$ cat src/rtl/reg_scoreboard_pkg.sv
// rtl/reg_scoreboard_pkg.sv - shared sizes, RV32I opcode constants and source-use decode
package reg_scoreboard_pkg;

  localparam int NREGS_DEF = 32;
  localparam int AW_DEF    = 5;
  localparam int CNTW_DEF  = 2;

  // RV32I major opcodes (instruction bits [6:0]) shared across the core
  localparam logic [6:0] OPC_LUI    = 7'b0110111;
  localparam logic [6:0] OPC_AUIPC  = 7'b0010111;
  localparam logic [6:0] OPC_JAL    = 7'b1101111;
  localparam logic [6:0] OPC_JALR   = 7'b1100111;
  localparam logic [6:0] OPC_BRANCH = 7'b1100011;
  localparam logic [6:0] OPC_LOAD   = 7'b0000011;
  localparam logic [6:0] OPC_STORE  = 7'b0100011;
  localparam logic [6:0] OPC_I_OP   = 7'b0010011;
  localparam logic [6:0] OPC_R_OP   = 7'b0110011;

  // rs1 is read by register/immediate ALU ops, memory ops, branches and jalr
  function automatic logic uses_rs1(input logic [6:0] op);
    case (op)
      OPC_R_OP, OPC_I_OP, OPC_LOAD, OPC_STORE, OPC_BRANCH, OPC_JALR: return 1'b1;
      default: return 1'b0;
    endcase
  endfunction

  // rs2 is read only by register ALU ops, stores and branches
  function automatic logic uses_rs2(input logic [6:0] op);
    case (op)
      OPC_R_OP, OPC_STORE, OPC_BRANCH: return 1'b1;
      default: return 1'b0;
    endcase
  endfunction

  // Unrecognised opcodes are treated as harmless: no sources, no write
  function automatic logic known_op(input logic [6:0] op);
    case (op)
      OPC_LUI, OPC_AUIPC, OPC_JAL, OPC_JALR, OPC_BRANCH,
      OPC_LOAD, OPC_STORE, OPC_I_OP, OPC_R_OP: return 1'b1;
      default: return 1'b0;
    endcase
  endfunction

endpackage

$ cat src/rtl/reg_scoreboard_sb_counter.sv
// rtl/reg_scoreboard_sb_counter.sv - per-register pending-write up/down counter
module sb_counter
  import reg_scoreboard_pkg::*;
#(
  parameter int CNTW = CNTW_DEF
) (
  input  logic clk,
  input  logic rst,
  input  logic clr,
  input  logic inc,
  input  logic dec,
  output logic zero,
  output logic full
);

  logic [CNTW-1:0] r_cnt;

  assign zero = (r_cnt == '0);
  assign full = &r_cnt;

  // Simultaneous inc and dec cancel; guards keep the count from wrapping
  always_ff @(posedge clk) begin
    if (rst || clr) begin
      r_cnt <= '0;
    end else if (inc && !dec && !full) begin
      r_cnt <= r_cnt + 1'b1;
    end else if (dec && !inc && !zero) begin
      r_cnt <= r_cnt - 1'b1;
    end
  end

endmodule

$ cat src/rtl/reg_scoreboard.sv
// rtl/reg_scoreboard.sv - issue-side RAW/overflow scoreboard for the RV32I pipeline
module reg_scoreboard
  import reg_scoreboard_pkg::*;
#(
  parameter int NREGS = NREGS_DEF,
  parameter int AW    = AW_DEF,
  parameter int CNTW  = CNTW_DEF
) (
  input  logic             clk,
  input  logic             rst,
  input  logic             issue_valid,
  input  logic [31:0]      issue_inst,
  input  logic             issue_rwrite,
  output logic             issue_fire,
  output logic             stall,
  input  logic             wb_valid,
  input  logic [AW-1:0]    wb_rd,
  input  logic             flush,
  output logic [NREGS-1:0] busy,
  output logic             sb_err
);

  logic [6:0]       w_opcode;
  logic [AW-1:0]    w_rs1;
  logic [AW-1:0]    w_rs2;
  logic [AW-1:0]    w_rd;
  logic             w_rwrite;
  logic             w_rs1_haz;
  logic             w_rs2_haz;
  logic             w_rd_full;
  logic             w_issue_wr;
  logic             w_wb_act;
  logic             w_wb_err;
  logic [NREGS-1:0] w_zero;
  logic [NREGS-1:0] w_full;
  logic             w_unused;
  logic             r_err;

  assign w_opcode = issue_inst[6:0];
  assign w_rs1    = issue_inst[15 +: AW];
  assign w_rs2    = issue_inst[20 +: AW];
  assign w_rd     = issue_inst[7 +: AW];
  assign w_unused = ^{issue_inst[31:25], issue_inst[14:12]};

  // x0 is hardwired: never busy, never full
  assign w_zero[0] = 1'b1;
  assign w_full[0] = 1'b0;

  assign w_rwrite  = issue_rwrite && known_op(w_opcode);
  assign w_rs1_haz = uses_rs1(w_opcode) && (w_rs1 != '0) && !w_zero[w_rs1];
  assign w_rs2_haz = uses_rs2(w_opcode) && (w_rs2 != '0) && !w_zero[w_rs2];
  assign w_rd_full = w_rwrite && (w_rd != '0) && w_full[w_rd];

  // Hazards look only at registered counts, so a same-cycle writeback never unblocks
  assign stall      = rst ? 1'b1 : (flush ? 1'b0 : (issue_valid && (w_rs1_haz || w_rs2_haz || w_rd_full)));
  assign issue_fire = issue_valid && !rst && !flush && !stall;

  assign w_issue_wr = issue_fire && w_rwrite && (w_rd != '0);
  assign w_wb_act   = wb_valid && !rst && !flush && (wb_rd != '0);
  assign w_wb_err   = w_wb_act && w_zero[wb_rd];

  genvar gi;
  generate
    for (gi = 1; gi < NREGS; gi++) begin : g_cnt
      logic w_inc;
      logic w_dec;
      assign w_inc = w_issue_wr && (w_rd == AW'(gi));
      assign w_dec = w_wb_act && (wb_rd == AW'(gi)) && !w_zero[gi];
      sb_counter #(.CNTW(CNTW)) u_cnt (
        .clk  (clk),
        .rst  (rst),
        .clr  (flush),
        .inc  (w_inc),
        .dec  (w_dec),
        .zero (w_zero[gi]),
        .full (w_full[gi])
      );
    end
  endgenerate

  assign busy   = ~w_zero;
  assign sb_err = r_err;

  // Sticky underflow flag: only reset clears it, flush leaves it alone
  always_ff @(posedge clk) begin
    if (rst) begin
      r_err <= 1'b0;
    end else if (w_wb_err) begin
      r_err <= 1'b1;
    end
  end

endmodule

$ cat config.mk
export PLATFORM = sky130hd
export DESIGN_NAME = reg_scoreboard
export DESIGN_NICKNAME = d
export VERILOG_FILES = /design/src/rtl/reg_scoreboard_pkg.sv /design/src/rtl/reg_scoreboard_sb_counter.sv /design/src/rtl/reg_scoreboard.sv
export SDC_FILE = /design/constraint.sdc
export NUM_CORES = 1
export LEC_CHECK = 0
export ABC_AREA = 1
export CORE_MARGIN = 3
export CORE_UTILIZATION = 50
export CTS_BUF_LIST = sky130_fd_sc_hd__clkbuf_16
export DETAILED_ROUTE_END_ITERATION = 7
export PLACE_DENSITY = 0.74
export SYNTH_ARGS = -nofsm -noshare
export SYNTH_HDL_FRONTEND = slang
export SYNTH_SLANG_ARGS = --single-unit
export TNS_END_PERCENT = 50
$ cat constraint.sdc
create_clock -name clk -period 2.5 [get_ports clk]
set_input_delay 0.375 -clock clk [delete_from_list [all_inputs] [get_ports clk]]
set_output_delay 0.375 -clock clk [all_outputs]
set_load 0.01 [all_outputs]
==> flow_summary.yaml <==
cells_and_area:
  fillers: 930
  antenna_cells: 0
  fin_util_pct: 75.7
  nNetsFinal: 1251
  drive_above_1_share_pct: 23.0
  final_cell_area_um2: 7950
  area_growth_pct: 44.6
timing:
  fin_hold_ws_ps: 462
  post-route-period-util_pct: 97.0
  finClkSkew_ps: 6.49
  slew_viol_final: 0
  finalSetupViolations: 0
  period_minus_slack_ps: 2430
  tns_ps: 0
  worstMarginPinSlew_ps: 549
  fmax_mhz: 412
  hold_violations: 0
  slew_headroom_pct: 63.2
  setup_slack_ps: 74.4
  grt_setup_unrepaired: "true"
yosys:
  synth-compound-area-share_pct: 12.5
  yosys_warnings: 0
  synthXorXnorAreaFrac_pct: 0.819
  synth_top_family_by_area: "simple AND/OR/NAND/NOR gates"
  syn_nets: 1067
  ys_ff_latch: 63
  synth-simple-area-share_pct: 50.0
  synth.avg_cell_area_um2: 5.37
  yosys.area_share.adder_pct: 0
  syn_area_um2: 5500
  synth.distinct_cells: 36
  synthCells: 1024
  synth-seq-area-share_pct: 22.9
  synth_mux_area_share_pct: 0
detailed_routing:
  dr.pass1.iters: 5
  num_vias: 7299
  via_per_inst: 5.41
  wire_per_inst_um: 15.9
  drt_iter0_markers: 765
  drc: 0
  ant_nets: 0
  wirelength_um: 21500
cts:
  cts_sinks: 63
  cts_tree: "yes"
  cts-root-buf: "clkbuf_16"
  insertion_delay_ps: 350
  hold_buffers: 0
  htree_num_levels: 3
  numCtsBuffers: 9
  path_clk_slew_ps: 60
  cts_buffer_depth: 2
worst_setup_path:
  start_kind: "register"
  end_kind: "register"
  cp.required_ps: 2780
  cp_slowest_cell: "dfxtp_2"
  worstPathCellList: "or2_4, nand2_2, nand3_2, nand3_2, nand3_2, nand2_2, nand2_2, nand3_2, nand2_2, nor2_4, nand4_4, buf_12, nor2_4, buf_12, nand4_1, nand2_1, nand2_1, nor2_1"
  cp.arrival_ps: 2710
  critPathTopFamily: "simple AND/OR/NAND/NOR gates"
  max_stage_delay_ps: 320
  crit_fanout: 6
  critPathBufInv: 2
  r2r_setup_slack_ps: 70
  path_class: "reg2reg"
floorplanning:
  initial_core_util_pct: 52.3
  die_w_um: 111
  fp.dieH_um: 111
  io_pins: 78
  die_area_um2: 12300
  core_um2: 10500
  core.rowCount: 37
job:
  maxCapViolCount: 0
global_routing:
  grt_max_degree: 36
  grt_pass1_vias: 6819
  grt_util_all_layers_pct: 34.0
  antenna_found_initial: 0
  grt_pass1_wl_um: 33600
  grt.overflow.total: 0
pwr:
  p_per_area_nw_per_um2: 347
  p_leak_nw: 3.48
  peakVddDrop_v: 0.000348
run_status:
  status: "complete, no violations"
placement:
  dpl_worst_slack_ps: -658
  gp_congestion: 1.06
  hpwl_um: 16300
  port_buffers: 66
  placed_cell_area_um2: 7100
hold_path:
  hold_path_class: "reg2reg"
-- through the flow --
stage | std cells | total power, mW
finish | 1349 | 2.76
global route | 1349 | 2.84
CTS | 1335 | 2.74
detailed placement | 1318 | 1.39
global placement | 1318 | 1.39
floorplan | 1024 | 1.20
-- state kept, by name, summed over array words and instances, names as in the netlist --
signal and cells:
g_cnt.u_cnt.r_cnt 62, sb_err 1
-- worst paths after layout --
path	start	end	depth (start not counted)
max	g_cnt[8].u_cnt.r_cnt[1]	g_cnt[24].u_cnt.r_cnt[1]	18
min	sb_err	sb_err	2
max reg2reg	g_cnt[8].u_cnt.r_cnt[1]	g_cnt[24].u_cnt.r_cnt[1]	18
min reg2reg	sb_err	sb_err	2
-- area by class of cell --
type / count / area (µm²) / area share (%)
multi-input combinational: 774 / 3860 / 48.6
timing repair buffer: 191 / 1690 / 21.2
sequential: 63 / 1270 / 16.0
inverter: 168 / 641 / 8.06
clock buffer: 9 / 225 / 2.83
tap: 136 / 170 / 2.14
clock inverter: 7 / 88.8 / 1.12
timing repair inverter: 1 / 5.00 / 0.0629
-- logic make-up after synthesis --
kind of cell / after synthesis
buffers and inverters: 189
other: 1
and+or+nand+nor: 642
AOI/OAI and AO/OA: 127
DFF: 63
xor gates and xnor gates: 2
-- synth_stat cells --
library cell,n,share of area [%]
clkbuf_1,7,0.48
o211ai_1,3,0.41
nor3_2,1,0.18
nand3b_1,4,0.55
clkbuf_2,1,0.091
conb_1,1,0.068
a21oi_1,66,6.0
buf_6,3,0.61
nor2_8,2,0.73
nor3b_1,1,0.14
nor3_1,18,1.6
nor2_1,114,7.8
nor2_2,6,0.68
buf_4,2,0.27
buf_2,8,0.73
nand4_1,19,2.2
o21ai_0,36,3.3
a32oi_1,1,0.16
or2_1,1,0.11
o21bai_1,7,0.96
or2_2,3,0.34
nand3_1,124,11
nand2_2,6,0.68
nand2_1,338,23
o21a_1,2,0.27
a31oi_1,5,0.57
xnor3_1,2,0.82
o21ai_1,3,0.27
nor4_1,4,0.45
a22oi_1,3,0.41
inv_1,163,11
o41ai_1,1,0.16
dfxtp_1,63,23
inv_2,4,0.27
nand4_2,1,0.23
clkinv_1,1,0.068
-- where the power goes --
| part | total, mW | switching, mW | internal [mW] |
|---|---|---|---|
| combinational | 0.406 | 0.241 | 0.165 |
| clock | 1.35 | 0.487 | 0.865 |
| sequential | 1.01 | 0.000685 | 1.00 |
| total | 2.76 | 0.729 | 2.03 |
-- what timing repair did --
action / 4_1_cts / 5_1_grt
setup endpoints to repair: 59 / 60
gates cloned: 1 / 3
pin swaps: 2 / 36
gates resized for setup: 31 / 147
setup buffers: 0 / 11
-- worst min-delay path: stages, from the launching register on --
cell and delay (ps):
dfxtp_1 310, inv_1 50, a21oi_1 60
-- cells in the final DEF (no fill, tap or decap), types with 3 or more instances in the layout --
cell	n
buf_12	4
nand2_1	293
nand3_1	114
nor2_4	10
nand2_4	11
a31oi_1	5
o211ai_1	3
inv_1	139
o21ai_1	7
o21ai_0	32
o21bai_1	7
nor3_2	3
dfxtp_1	57
dfxtp_2	5
nor3_1	15
buf_6	8
a21oi_1	63
clkdlybuf4s50_1	49
nand2_2	39
nand3b_1	4
nor2_1	101
clkbuf_2	5
clkbuf_16	10
clkinv_2	3
buf_4	112
nor4_1	4
a22oi_1	3
inv_2	26
nor2_2	11
nand3_2	10
a21oi_2	3
dlymetal6s2s_1	9
nand4_1	19
-- metal layers --
| layer | up-vias | global-route usage [%] | share of wire [%] |
|---|---|---|---|
| met5 | - | 0 | 0 |
| met4 | 0 | 17.2 | 4.4 |
| met3 | 79 | 6.28 | 9.0 |
| met2 | 357 | 54.2 | 45 |
| met1 | 3233 | 43.7 | 42 |
| li1 | 3630 | - | - |
No activity file was read; power rests on OpenSTA's default activity.
